`config.mk`:
```
export PLATFORM = sky130hd
export DESIGN_NAME = video_timing_gen
export DESIGN_NICKNAME = d
export VERILOG_FILES = /design/src/rtl/video_timing_pkg.sv /design/src/rtl/video_ce_gen.sv /design/src/rtl/video_timing_gen.sv
export SDC_FILE = /design/constraint.sdc
export NUM_CORES = 1
export LEC_CHECK = 0
export BUFFER_PORTS_ARGS = -buffer_cell sky130_fd_sc_hd__buf_2
export CAP_MARGIN = 20
export CORE_MARGIN = 1.5
export CORE_UTILIZATION = 50
export CTS_BUF_LIST = sky130_fd_sc_hd__clkbuf_4 sky130_fd_sc_hd__clkbuf_8 sky130_fd_sc_hd__clkbuf_16
export DETAILED_ROUTE_END_ITERATION = 8
export GPL_ROUTABILITY_DRIVEN = 0
export PLACE_DENSITY = 0.7
export SYNTH_ARGS = -nofsm -noshare
export SYNTH_HDL_FRONTEND = slang
export SYNTH_SLANG_ARGS = --single-unit
```
`constraint.sdc`:
```
create_clock -name clk -period 2.93 [get_ports clk]
set_clock_uncertainty 0.1 [all_clocks]
set_input_delay 0.1465 -clock clk [delete_from_list [all_inputs] [get_ports clk]]
set_output_delay 0.1465 -clock clk [all_outputs]
set_load 0.01 [all_outputs]
```
`src/rtl/video_timing_pkg.sv`:
```
// Shared raster timing constants for the 15/31 kHz video timing generator.
package video_timing_pkg;

    // One complete raster description; *_end values are exclusive.
    typedef struct packed {
        logic [9:0] h_total;
        logic [9:0] h_active;
        logic [9:0] h_sync_start;
        logic [9:0] h_sync_end;
        logic [9:0] v_total;
        logic [9:0] v_active;
        logic [9:0] v_sync_start;
        logic [9:0] v_sync_end;
    } timing_t;

    localparam timing_t NTSC_TIMING = '{
        h_total:      10'd384,
        h_active:     10'd320,
        h_sync_start: 10'd336,
        h_sync_end:   10'd360,
        v_total:      10'd262,
        v_active:     10'd240,
        v_sync_start: 10'd244,
        v_sync_end:   10'd247
    };

    localparam timing_t PAL_TIMING = '{
        h_total:      10'd384,
        h_active:     10'd320,
        h_sync_start: 10'd336,
        h_sync_end:   10'd360,
        v_total:      10'd312,
        v_active:     10'd288,
        v_sync_start: 10'd292,
        v_sync_end:   10'd295
    };

endpackage

```
`src/rtl/video_ce_gen.sv`:
```
// Pixel clock-enable divider: one-clk ce every CE_DIV clks, or CE_DIV/2 when half=1.
module video_ce_gen #(
    parameter int CE_DIV = 8
) (
    input  logic clk,
    input  logic reset,
    input  logic half,
    input  logic restart,
    output logic ce
);
    localparam int CW = $clog2(CE_DIV);

    logic [CW-1:0] cnt_q, cnt_d;
    logic [CW-1:0] last;

    // Terminal count depends on the active pixel rate.
    always_comb begin
        last = half ? CW'(CE_DIV / 2 - 1) : CW'(CE_DIV - 1);
    end

    assign ce = (cnt_q == last);

    // Free-running count; restart forces phase 0 so a rate change never shortens a period.
    always_comb begin
        cnt_d = cnt_q + 1'b1;
        if (restart || ce) cnt_d = '0;
    end

    // Divider state register.
    always_ff @(posedge clk) begin
        if (reset) cnt_q <= '0;
        else       cnt_q <= cnt_d;
    end

endmodule

```
`src/rtl/video_timing_gen.sv`:
```
// Video raster timing generator: 384-pixel lines, NTSC/PAL frames, optional line doubling.
module video_timing_gen
    import video_timing_pkg::*;
#(
    parameter int CE_DIV = 8
) (
    input  logic       clk,
    input  logic       reset,
    input  logic       pal,
    input  logic       scandouble,
    output logic       ce_pix,
    output logic       HBlank,
    output logic       HSync,
    output logic       VBlank,
    output logic       VSync,
    output logic [8:0] hcount,
    output logic [8:0] vcount,
    output logic       frame_start
);
    // Mode latches, only updated at reset or at the frame boundary.
    logic       pal_q, pal_d;
    logic       sd_q, sd_d;
    // Position of the pixel the next ce will present (line_q counts output lines).
    logic [8:0] hpos_q, hpos_d;
    logic [9:0] line_q, line_d;
    // Registered outputs.
    logic       ce_pix_q, ce_pix_d;
    logic       fs_q, fs_d;
    logic       hblank_q, hblank_d;
    logic       hsync_q, hsync_d;
    logic       vblank_q, vblank_d;
    logic       vsync_q, vsync_d;
    logic [8:0] hcount_q, hcount_d;
    logic [8:0] vcount_q, vcount_d;

    logic       ce;
    logic       restart;
    timing_t    t;
    logic [9:0] last_line;
    logic [8:0] src_line;
    logic       h_wrap;
    logic       f_wrap;

    video_ce_gen #(.CE_DIV(CE_DIV)) u_ce (
        .clk     (clk),
        .reset   (reset),
        .half    (sd_q),
        .restart (restart),
        .ce      (ce)
    );

    // Decode the active raster and where the frame ends in output lines.
    always_comb begin
        t         = pal_q ? PAL_TIMING : NTSC_TIMING;
        last_line = sd_q ? ({t.v_total[8:0], 1'b0} - 10'd1) : (t.v_total - 10'd1);
        src_line  = sd_q ? line_q[9:1] : line_q[8:0];
        h_wrap    = ({1'b0, hpos_q} == (t.h_total - 10'd1));
        f_wrap    = h_wrap && (line_q == last_line);
        restart   = ce && f_wrap && (scandouble != sd_q);
    end

    // Advance position on ce, present the pixel's decoded timing, latch mode at frame wrap.
    always_comb begin
        pal_d    = pal_q;
        sd_d     = sd_q;
        hpos_d   = hpos_q;
        line_d   = line_q;
        ce_pix_d = ce;
        fs_d     = 1'b0;
        hblank_d = hblank_q;
        hsync_d  = hsync_q;
        vblank_d = vblank_q;
        vsync_d  = vsync_q;
        hcount_d = hcount_q;
        vcount_d = vcount_q;
        if (ce) begin
            hcount_d = hpos_q;
            vcount_d = src_line;
            hblank_d = ({1'b0, hpos_q} >= t.h_active);
            hsync_d  = ({1'b0, hpos_q} >= t.h_sync_start) && ({1'b0, hpos_q} < t.h_sync_end);
            vblank_d = ({1'b0, src_line} >= t.v_active);
            vsync_d  = ({1'b0, src_line} >= t.v_sync_start) && ({1'b0, src_line} < t.v_sync_end);
            fs_d     = (hpos_q == 9'd0) && (line_q == 10'd0);
            if (h_wrap) begin
                hpos_d = 9'd0;
                if (f_wrap) begin
                    line_d = 10'd0;
                    pal_d  = pal;
                    sd_d   = scandouble;
                end else begin
                    line_d = line_q + 10'd1;
                end
            end else begin
                hpos_d = hpos_q + 9'd1;
            end
        end
    end

    // State and output registers; reset overrides everything and samples the mode inputs.
    always_ff @(posedge clk) begin
        if (reset) begin
            pal_q    <= pal;
            sd_q     <= scandouble;
            hpos_q   <= '0;
            line_q   <= '0;
            ce_pix_q <= 1'b0;
            fs_q     <= 1'b0;
            hblank_q <= 1'b0;
            hsync_q  <= 1'b0;
            vblank_q <= 1'b0;
            vsync_q  <= 1'b0;
            hcount_q <= '0;
            vcount_q <= '0;
        end else begin
            pal_q    <= pal_d;
            sd_q     <= sd_d;
            hpos_q   <= hpos_d;
            line_q   <= line_d;
            ce_pix_q <= ce_pix_d;
            fs_q     <= fs_d;
            hblank_q <= hblank_d;
            hsync_q  <= hsync_d;
            vblank_q <= vblank_d;
            vsync_q  <= vsync_d;
            hcount_q <= hcount_d;
            vcount_q <= vcount_d;
        end
    end

    assign ce_pix      = ce_pix_q;
    assign frame_start = fs_q;
    assign HBlank      = hblank_q;
    assign HSync       = hsync_q;
    assign VBlank      = vblank_q;
    assign VSync       = vsync_q;
    assign hcount      = hcount_q;
    assign vcount      = vcount_q;

endmodule
```
Yosys cells after proc, flatten, opt, wreduce, memory -nomap -nowiden
Cells that the tools add are included.

word-level totals
  logic and storage cells = 60
  bits in registers = 48

cells by class
  reductions and logical operators = 16
  magnitude comparators = 6
  equal/unequal tests = 4
  mux-type cells = 14
  bitwise operators = 1
  $add $sub $neg = 6

operators by type and width
  cell                     count
  $mux W36                 1
  $ge A9 B10 Y1            2
  $mux W10                 2
  $ge A9 B9 Y1 const B     2
  $mux W9                  2
  $add A10 B1 Y10 const B  1
  $eq A10 B10 Y1           1
  $eq A9 B10 Y1            1
  $logic_not A10 Y1        1
  $lt A9 B10 Y1            1
  $sub A10 B1 Y10 const B  1
  $sub A9 B1 Y10 const AB  1
  $sub A9 B1 Y10 const B   1
  $add A9 B1 Y9 const B    1
  $logic_not A9 Y1         1
  $lt A9 B9 Y1 const B     1
  $mux W1                  8
  $logic_and A1 B1 Y1      6
  $reduce_bool A2 Y1       3
  $reduce_or A2 Y1         2
  $add A3 B1 Y3 const B    1
  $eq A3 B3 Y1             1
  $mux W3                  1
  $reduce_and A3 Y1        1
  4 further kinds          4

Depth between registers and ports, before layout
Gate-level depths: netlist of run 1.

  depth in word-level cells = 9
  depth in mapped cells = 9
  depth with buffers taken out = 7

Hierarchy
A second synthesis of run 1 with hierarchy kept.

unflattened totals
  cells, all modules = 276
  area, all modules = 2,436.1 um^2

modules (own cells, without submodules)
  module            seq. area each (um^2)  instances  cells each  area each (um^2)
  video_timing_gen  920.9                  1          264         2,288.4
  video_ce_gen      60.1                   1          12          147.6

Worst setup path before layout of run 1
Ideal clock, no wire load.

  kind = register to register
  start = reg sd_q
  end = reg vblank_q, in the netlist VBlank
  library setup time = 0.129 ns
  required time = 2.701 ns
  data arrival time = 1.923 ns
  stages on the path, launching flop included = 10
  setup slack = 0.779 ns
  path through = edfxtp_1 > buf_6 > buf_2 > mux2_2 > ha_1 > a21o_1 > a21oi_1 > nor2_1 > a21oi_1 > o22ai_1

between the ends
  longest elaborated chain between the ends = 2
  elaborated cells between the ends (all ways) = 4
  those cells by class = order compare: 1; eq/ne: 1; mux: 2

ends and longest elaborated chain
  what                    line                     source
  from (decl)             video_timing_gen.sv:22   logic sd_q, sd_d;
  from (signal assigned)  video_timing_gen.sv:103  sd_q <= scandouble;
  $mux W9                 video_timing_gen.sv:56   src_line = sd_q ? line_q[9:1] : line_q[8:0];
  net src_line[7]         video_timing_gen.sv:40   logic [8:0] src_line;
  $ge A9 B10 Y1           video_timing_gen.sv:81   vblank_d = ({1'b0, src_line} >= t.v_active);
  to (signal assigned)    video_timing_gen.sv:123  vblank_q <= vblank_d;
  to (decl)               video_timing_gen.sv:31   logic vblank_q, vblank_d;

The timed path passes the listed nets, and every way through them passes these cells.
A chain may end at the register's enable or synchronous reset.

Worst setup path in the final report of run 1
  start = reg sd_q
  end = reg pal_q, enable pin

between the ends
  longest elaborated chain between the ends = 5
  elaborated cells between the ends (all ways) = 8
  those cells by class = eq/ne: 2; mux: 2; reduce/logical: 4

ends and longest elaborated chain
  what                           line                     source
  $mux W10                       video_timing_gen.sv:55   last_line = sd_q ? ({t.v_total[8:0], 1'b0} - 10'd1) : (t.v_total - 10'd1);
  $eq A10 B10 Y1                 video_timing_gen.sv:58   f_wrap = h_wrap && (line_q == last_line);
  $logic_and A1 B1 Y1            video_timing_gen.sv:58
  $reduce_bool A2 Y1 (no line)   --
  $reduce_and A3 Y1 (no line) *  --
  to (signal assigned)           video_timing_gen.sv:102  pal_q <= pal;
  to (signal assigned)           video_timing_gen.sv:115  pal_q <= pal_d;
  to (decl)                      video_timing_gen.sv:21   logic pal_q, pal_d;

Mark *: on every way between the ends. The rest lies on a longest branch, timed or not.

==> impl_metrics.py, run 1 <==
metrics = {
    "synthesis": {
        "yosys_warnings": 0,
        "synthMuxAreaShare_pct": 4.34,
        "synth_top_family_by_area": "simple AND/OR/NAND/NOR gates",
        "yosys.area_share.simple_pct": 25.1,
        "synth_area_sq_um": 2390,
        "synth_area_leader_cell": "dfxtp_1",
        "yosysSeqAreaShare_pct": 41.0,
        "synth_edf_count": 2,
        "ys_ff_latch": 48,
        "synthArstFlopShare_pct": 0,
        "ys_types": 48,
        "syn_area_per_cell_sq_um": 8.71,
        "synth-compound-area-share_pct": 11.6,
        "synth_xor_xnor_area_share_pct": 7.00,
        "synth_fa_ha_area_share_pct": 5.22,
        "synth_ff_type": "dfxtp_1",
        "syn-num-nets": 289,
        "ys_top_cells_by_area": "dfxtp_1 38%, nor2_1 5.3%, ha_1 5.2%",
        "synthesis.instances": 275,
        "yosysTopAreaCellShare_pct": 38.5,
    },
    "critical_path": {
        "rr_worst_depth": 5,
        "crit_path_start_kind": "register",
        "cp_slowest_stage_delay_ps": 660,
        "cp_cell_sequence": "buf_4 > nand4b_1 > o311ai_0 > o21ai_1 > o31ai_4",
        "required_ps": 2790,
        "ff2ff_setup_slack_ps": 610,
        "critical_path_class": "reg -> reg",
        "critPathArrivalTime_ps": 2190,
        "path_max_fanout": 11,
        "reg2reg_from": "sd_q$_DFFE_PP_",
        "cp_slowest_cell": "edfxtp_1",
        "worstSetupEndpointType": "register",
        "worstReg2RegEnd": "pal_q$_DFFE_PP_",
    },
    "cells_and_area": {
        "synthToLayoutAreaGrowth_pct": 10.9,
        "mostFrequentLayoutCells": "46 x dfxtp_1, 34 x nor2_1, 33 x nand2_1",
        "drive_above_1_share_pct": 16.2,
        "mostFrequentLayoutCell": "dfxtp_1",
        "antennaDiodeCount": 0,
        "finalNetCount": 310,
    },
    "global_routing": {
        "grt_pass1_vias": 1866,
        "grt-ovfl-total": 0,
        "grt_use_total_pct": 21.3,
        "grt_start_max_net_pins": 29,
        "antenna_found_initial": 0,
        "grt_pass1_wl_um": 8750,
    },
    "cts": {
        "clk_path_buf_depth": 2,
        "clkLatencyLatePin_ps": 300,
        "root_buffer": "clkbuf_8",
        "htree_num_levels": 2,
        "clk_pin_slew_ps": 90,
        "cts_tree": "yes",
        "post_cts_resized": 0,
        "numCtsBuffers": 5,
        "clock-sinks": 48,
    },
    "sta": {
        "min_period_ps": 2320,
        "slew_violations": 0,
        "rsz0062_at_grt": "no",
        "hold_viol": 0,
        "setup_viol": 0,
        "relSlewSlack_pct": 56.9,
        "period_share_pct": 79.3,
        "worstMarginPinSlew_ps": 641,
        "max_freq_mhz": 430,
        "fin_setup_tns_ps": 0,
    },
    "floorplanning": {
        "die_w_um": 72.2,
        "die_y_um": 72.2,
        "core_region_area_sq_um": 4470,
        "dieArea_sq_um": 5210,
        "io_pins": 28,
        "start_util_pct": 53.5,
        "rows": 24,
    },
    "outcome": {
        "status": "completed",
    },
    "worst_hold_path": {
        "min_path_type": "in -> reg",
        "hold_end": "hpos_q[8]$_SDFFE_PP0P_",
        "min_delay_path_depth": 2,
        "hold_start": "reset",
    },
    "drt": {
        "antenna_left": 0,
        "vias": 1937,
        "vias_per_cell": 5.55,
        "route.detailed.drc": 0,
        "first_iter_violations": 151,
        "dr.pass1.iters": 4,
        "drt_wl_total_um": 5090,
        "wl_per_cell_um": 14.6,
    },
    "placed_design": {
        "port_buffers": 27,
        "dp_hpwl_um": 3640,
    },
    "power": {
        "leakage_nw": 1.06,
        "swShare_pct": 22.6,
        "combPwrFrac_pct": 5.4,
        "power_density_nw_per_um2": 460,
        "p_int_mw": 0.946,
        "p_clk_share_pct": 39.1,
        "ir_drop_mv": 0.344,
        "switching_power_mw": 0.277,
        "power_mw": 1.22,
        "p_seq_share_pct": 55.5,
    },
    "flow_run": {
        "drv_cap": 0,
    },
}
[through the flow]
step	hold slack [ps]	utilization, %	area (sq um)	worst slack, ps	std cells
2_1_floorplan	145	-	2390	779	275
3_3_place_gp	244	56.4	2520	756	339
3_5_place_dp	231	56.4	2520	645	339
4_1_cts	29.5	59.4	2660	638	349
5_1_grt	48.8	59.4	2660	466	349
6_report	35.7	59.4	2660	606	349
[worst max-delay path by stage]
stage | cells after the start | from | end
6_report | 5 | sd_q$_DFFE_PP_ | pal_q$_DFFE_PP_
5_1_grt | 5 | sd_q$_DFFE_PP_ | pal_q$_DFFE_PP_
4_1_cts | 5 | sd_q$_DFFE_PP_ | pal_q$_DFFE_PP_
3_5_place_dp | 5 | sd_q$_DFFE_PP_ | pal_q$_DFFE_PP_
3_3_place_gp | 5 | sd_q$_DFFE_PP_ | pal_q$_DFFE_PP_
2_1_floorplan | 9 | sd_q$_DFFE_PP_ | VBlank$_SDFFE_PP0P_
[what timing repair did]
action | in CTS | in global routing
buffers inserted | 0 | 0
endpoints found under the hold margin | 2 | 0
hold buffers | 2 | 0
[power groups by stage]
stage	Clock, mW	Combinational [mW]	Sequential (mW)
after floorplan	0	0.0490	0.692
after global routing	0.510	0.0743	0.680
after CTS	0.485	0.0670	0.678
after detailed placement	0	0.0642	0.693
after global placement	0	0.0629	0.693
final	0.477	0.0664	0.678
[sequential cells by signal (all words and copies together), names as in the netlist]
signal / count
sd_q: 1
VBlank: 1
u_ce.cnt_q: 3
HBlank: 1
line_q: 10
HSync: 1
VSync: 1
frame_start: 1
ce_pix: 1
vcount: 9
hcount: 9
pal_q: 1
hpos_q: 9
[metal layers]
layer	vias up	wire [um]	GRT usage (%)
met2	53	2330	33.6
li1	994	-	-
met1	877	2430	29.0
met5	-	0	0
met3	13	225	4.03
met4	0	103	8.60
[kinds of logic after synthesis]
logic type,after synthesis
mux,10
fa+ha+maj,10
xor+xnor,17
simple gates,119
compound gates,41
flops,48
buf+inv,30
[final cells by class]
cell class,instances,area [sq um]
sequential,48,981
multi-input combinational,197,1280
timing repair buffer,32,178
clock buffer,5,68.8
clock inverter,3,42.5
fill,401,1820
inverter,12,45.0
tap,52,65.1
[critical path, delay by kind of cell, from the launching register on]
family | cells | cell delay (ps)
compound gates | 3 | 810
buf+inv | 1 | 290
flops | 1 | 660
simple gates | 1 | 120
[Yosys cell counts (all sizes together), types with 2 or more instances]
master and instances:
dfxtp 46, nand2 34, nor2 34, a21oi 17, nor3 17, xnor2 13
inv 12, buf 10, ha 10, nand3 9, clkbuf 8, mux2i 7
a211oi 6, nand4 5, and3 4, nor4 4, xor2 4, mux2 3
o21ai 3, o31ai 3, a22oi 2, and2 2, and3b 2, edfxtp 2
nand4b 2, o211ai 2
Power figures use the tool's default switching activity.
==> inputs of run 2 (changes only) <==
==> constraint.sdc (replaced) <==
create_clock -name clk -period 2.21 [get_ports clk]
set_clock_uncertainty 0.1 [all_clocks]
set_input_delay 0.1105 -clock clk [delete_from_list [all_inputs] [get_ports clk]]
set_output_delay 0.1105 -clock clk [all_outputs]
set_load 0.01 [all_outputs]
==> run 2 against run 1 <==
- clock power grew 49%
- utilization grew 2.8 points
- count of clock-buffer cells in the layout grew 1
- design area grew 4.8%
- via count grew 2.4%
- final cell count grew 4.0%
- sequential share of layout area shrank 1.7 points
- global-route usage grew 1.1 points
- setup slack lost 370 ps
- fmax grew 17%
==> impl_metrics.py, run 2 (same netlist as run 1, synthesis figures left out) <==
metrics = {
    "critical_path": {
        "required_ps": 2300,
        "ff2ff_setup_slack_ps": 230,
        "reg2reg_from": "sd_q$_DFFE_PP_",
        "critPathArrivalTime_ps": 2070,
        "path_max_fanout": 7,
        "startpoint": "sd_q$_DFFE_PP_",
        "worstSetupEndpointType": "register",
        "worstReg2RegEnd": "VBlank$_SDFFE_PP0P_",
        "critical_path_class": "reg -> reg",
        "crit_path_start_kind": "register",
        "rr_worst_depth": 7,
    },
    "cts": {
        "htree_num_levels": 2,
        "clkLatencyLatePin_ps": 310,
        "cts_setup_buffers": 0,
        "clock-sinks": 48,
        "clk_pin_slew_ps": 90,
        "numCtsBuffers": 5,
        "cts_tree": "yes",
        "clk_path_buf_depth": 2,
        "holdBufCountCts": 2,
        "post_cts_resized": 0,
        "root_buffer": "clkbuf_8",
    },
    "sta": {
        "worstMarginPinSlew_ps": 444,
        "period_share_pct": 89.5,
        "min_period_ps": 1980,
        "relSlewSlack_pct": 70.0,
        "setup_viol": 0,
        "max_freq_mhz": 505,
        "hold_viol": 0,
        "rsz0062_at_grt": "no",
        "fin_setup_tns_ps": 0,
        "slew_violations": 0,
    },
    "global_routing": {
        "grt_use_total_pct": 22.4,
        "grt-ovfl-total": 0,
        "antenna_found_initial": 0,
        "grt_pass1_vias": 1883,
        "grt_start_max_net_pins": 27,
        "grt_pass1_wl_um": 9050,
    },
    "floorplanning": {
        "core_region_area_sq_um": 4470,
        "io_pins": 28,
        "rows": 24,
        "die_y_um": 72.2,
        "start_util_pct": 53.5,
        "die_w_um": 72.2,
        "dieArea_sq_um": 5210,
    },
    "drt": {
        "vias": 1983,
        "dr.pass1.iters": 4,
        "wl_per_cell_um": 14.7,
        "drt_wl_total_um": 5320,
        "vias_per_cell": 5.46,
        "antenna_left": 0,
        "first_iter_violations": 151,
        "route.detailed.drc": 0,
    },
    "placed_design": {
        "dp_hpwl_um": 3900,
        "port_buffers": 27,
        "place_area_sq_um": 2630,
    },
    "worst_hold_path": {
        "min_path_type": "in -> reg",
        "min_delay_path_depth": 2,
        "hold_end": "vcount[4]$_SDFFE_PP0P_",
        "hold_start": "reset",
    },
    "cells_and_area": {
        "largest-register": "line_q",
        "drive_above_1_share_pct": 19.9,
        "mostFrequentLayoutCell": "dfxtp_1",
        "synthToLayoutAreaGrowth_pct": 16.2,
        "final_core_util_pct": 62.2,
        "antennaDiodeCount": 0,
        "num-fill-cells": 384,
        "finalNetCount": 324,
        "stdcell_area_sq_um": 2780,
        "largest_reg_flops": 10,
        "mostFrequentLayoutCells": "46 x dfxtp_1, 34 x nor2_1, 33 x nand2_1",
    },
    "power": {
        "power_density_nw_per_um2": 614,
        "power_mw": 1.71,
        "leakage_nw": 1.14,
        "ir_drop_mv": 0.324,
    },
    "outcome": {
        "status": "completed",
    },
    "flow_run": {
        "drv_cap": 0,
    },
}
==> run 2: cell count changes in the layout (fill, tap and decap cells not counted) <==
cell,before,now
clkbuf_16,0,1
inv_6,0,1
clkinvlp_4,1,0
buf_4,3,17
clkinv_2,1,0
==> run 2: worst max-delay path by stage <==
stage	cells after the start	end
2_1_floorplan	9	VBlank$_SDFFE_PP0P_
6_report	7	VBlank$_SDFFE_PP0P_
3_5_place_dp	6	line_q[4]$_SDFFE_PP0P_
5_1_grt	8	VBlank$_SDFFE_PP0P_
4_1_cts	6	line_q[4]$_SDFFE_PP0P_
3_3_place_gp	6	line_q[9]$_SDFFE_PP0P_
==> run 2: power by group <==
group	total, mW	internal [mW]	switching [mW]
Combinational	0.102	0.0421	0.0603
Clock	0.711	0.410	0.301
Sequential	0.895	0.885	0.0106
Total	1.71	1.34	0.372
==> run 2: per-stage QoR <==
stage	hold slack [ps]	setup slack (ps)	std cells
2_1_floorplan	109	58.6	275
3_3_place_gp	209	297	353
3_5_place_dp	204	251	353
4_1_cts	23.6	230	363
5_1_grt	28.9	78.7	363
6_report	22.9	232	363
==> run 2: cell type report <==
| cell class | count | area, sq um | area share (%) |
|---|---|---|---|
| clock buffer | 6 | 93.8 | 3.37 |
| clock inverter | 2 | 38.8 | 1.39 |
| inverter | 12 | 45.0 | 1.62 |
| multi-input combinational | 197 | 1280 | 45.9 |
| sequential | 48 | 981 | 35.3 |
| tap | 52 | 65.1 | 2.34 |
| timing repair buffer | 46 | 283 | 10.2 |
==> run 2: worst max-delay path, stage by stage (launching register included) <==
cell	delay, ps
edfxtp_1	430
buf_4	190
mux2_2	380
ha_1	310
a21oi_1	180
nor2_1	70
a21oi_1	130
o22ai_1	90
==> run 2: routing by layer <==
layer / wire (um) / up-vias / GRT usage [%]
met1: 2490 / 924 / 29.7
met5: 0 / - / 0
li1: - / 1020 / -
met3: 196 / 5 / 4.17
met4: 43 / 0 / 4.40
met2: 2590 / 34 / 38.5
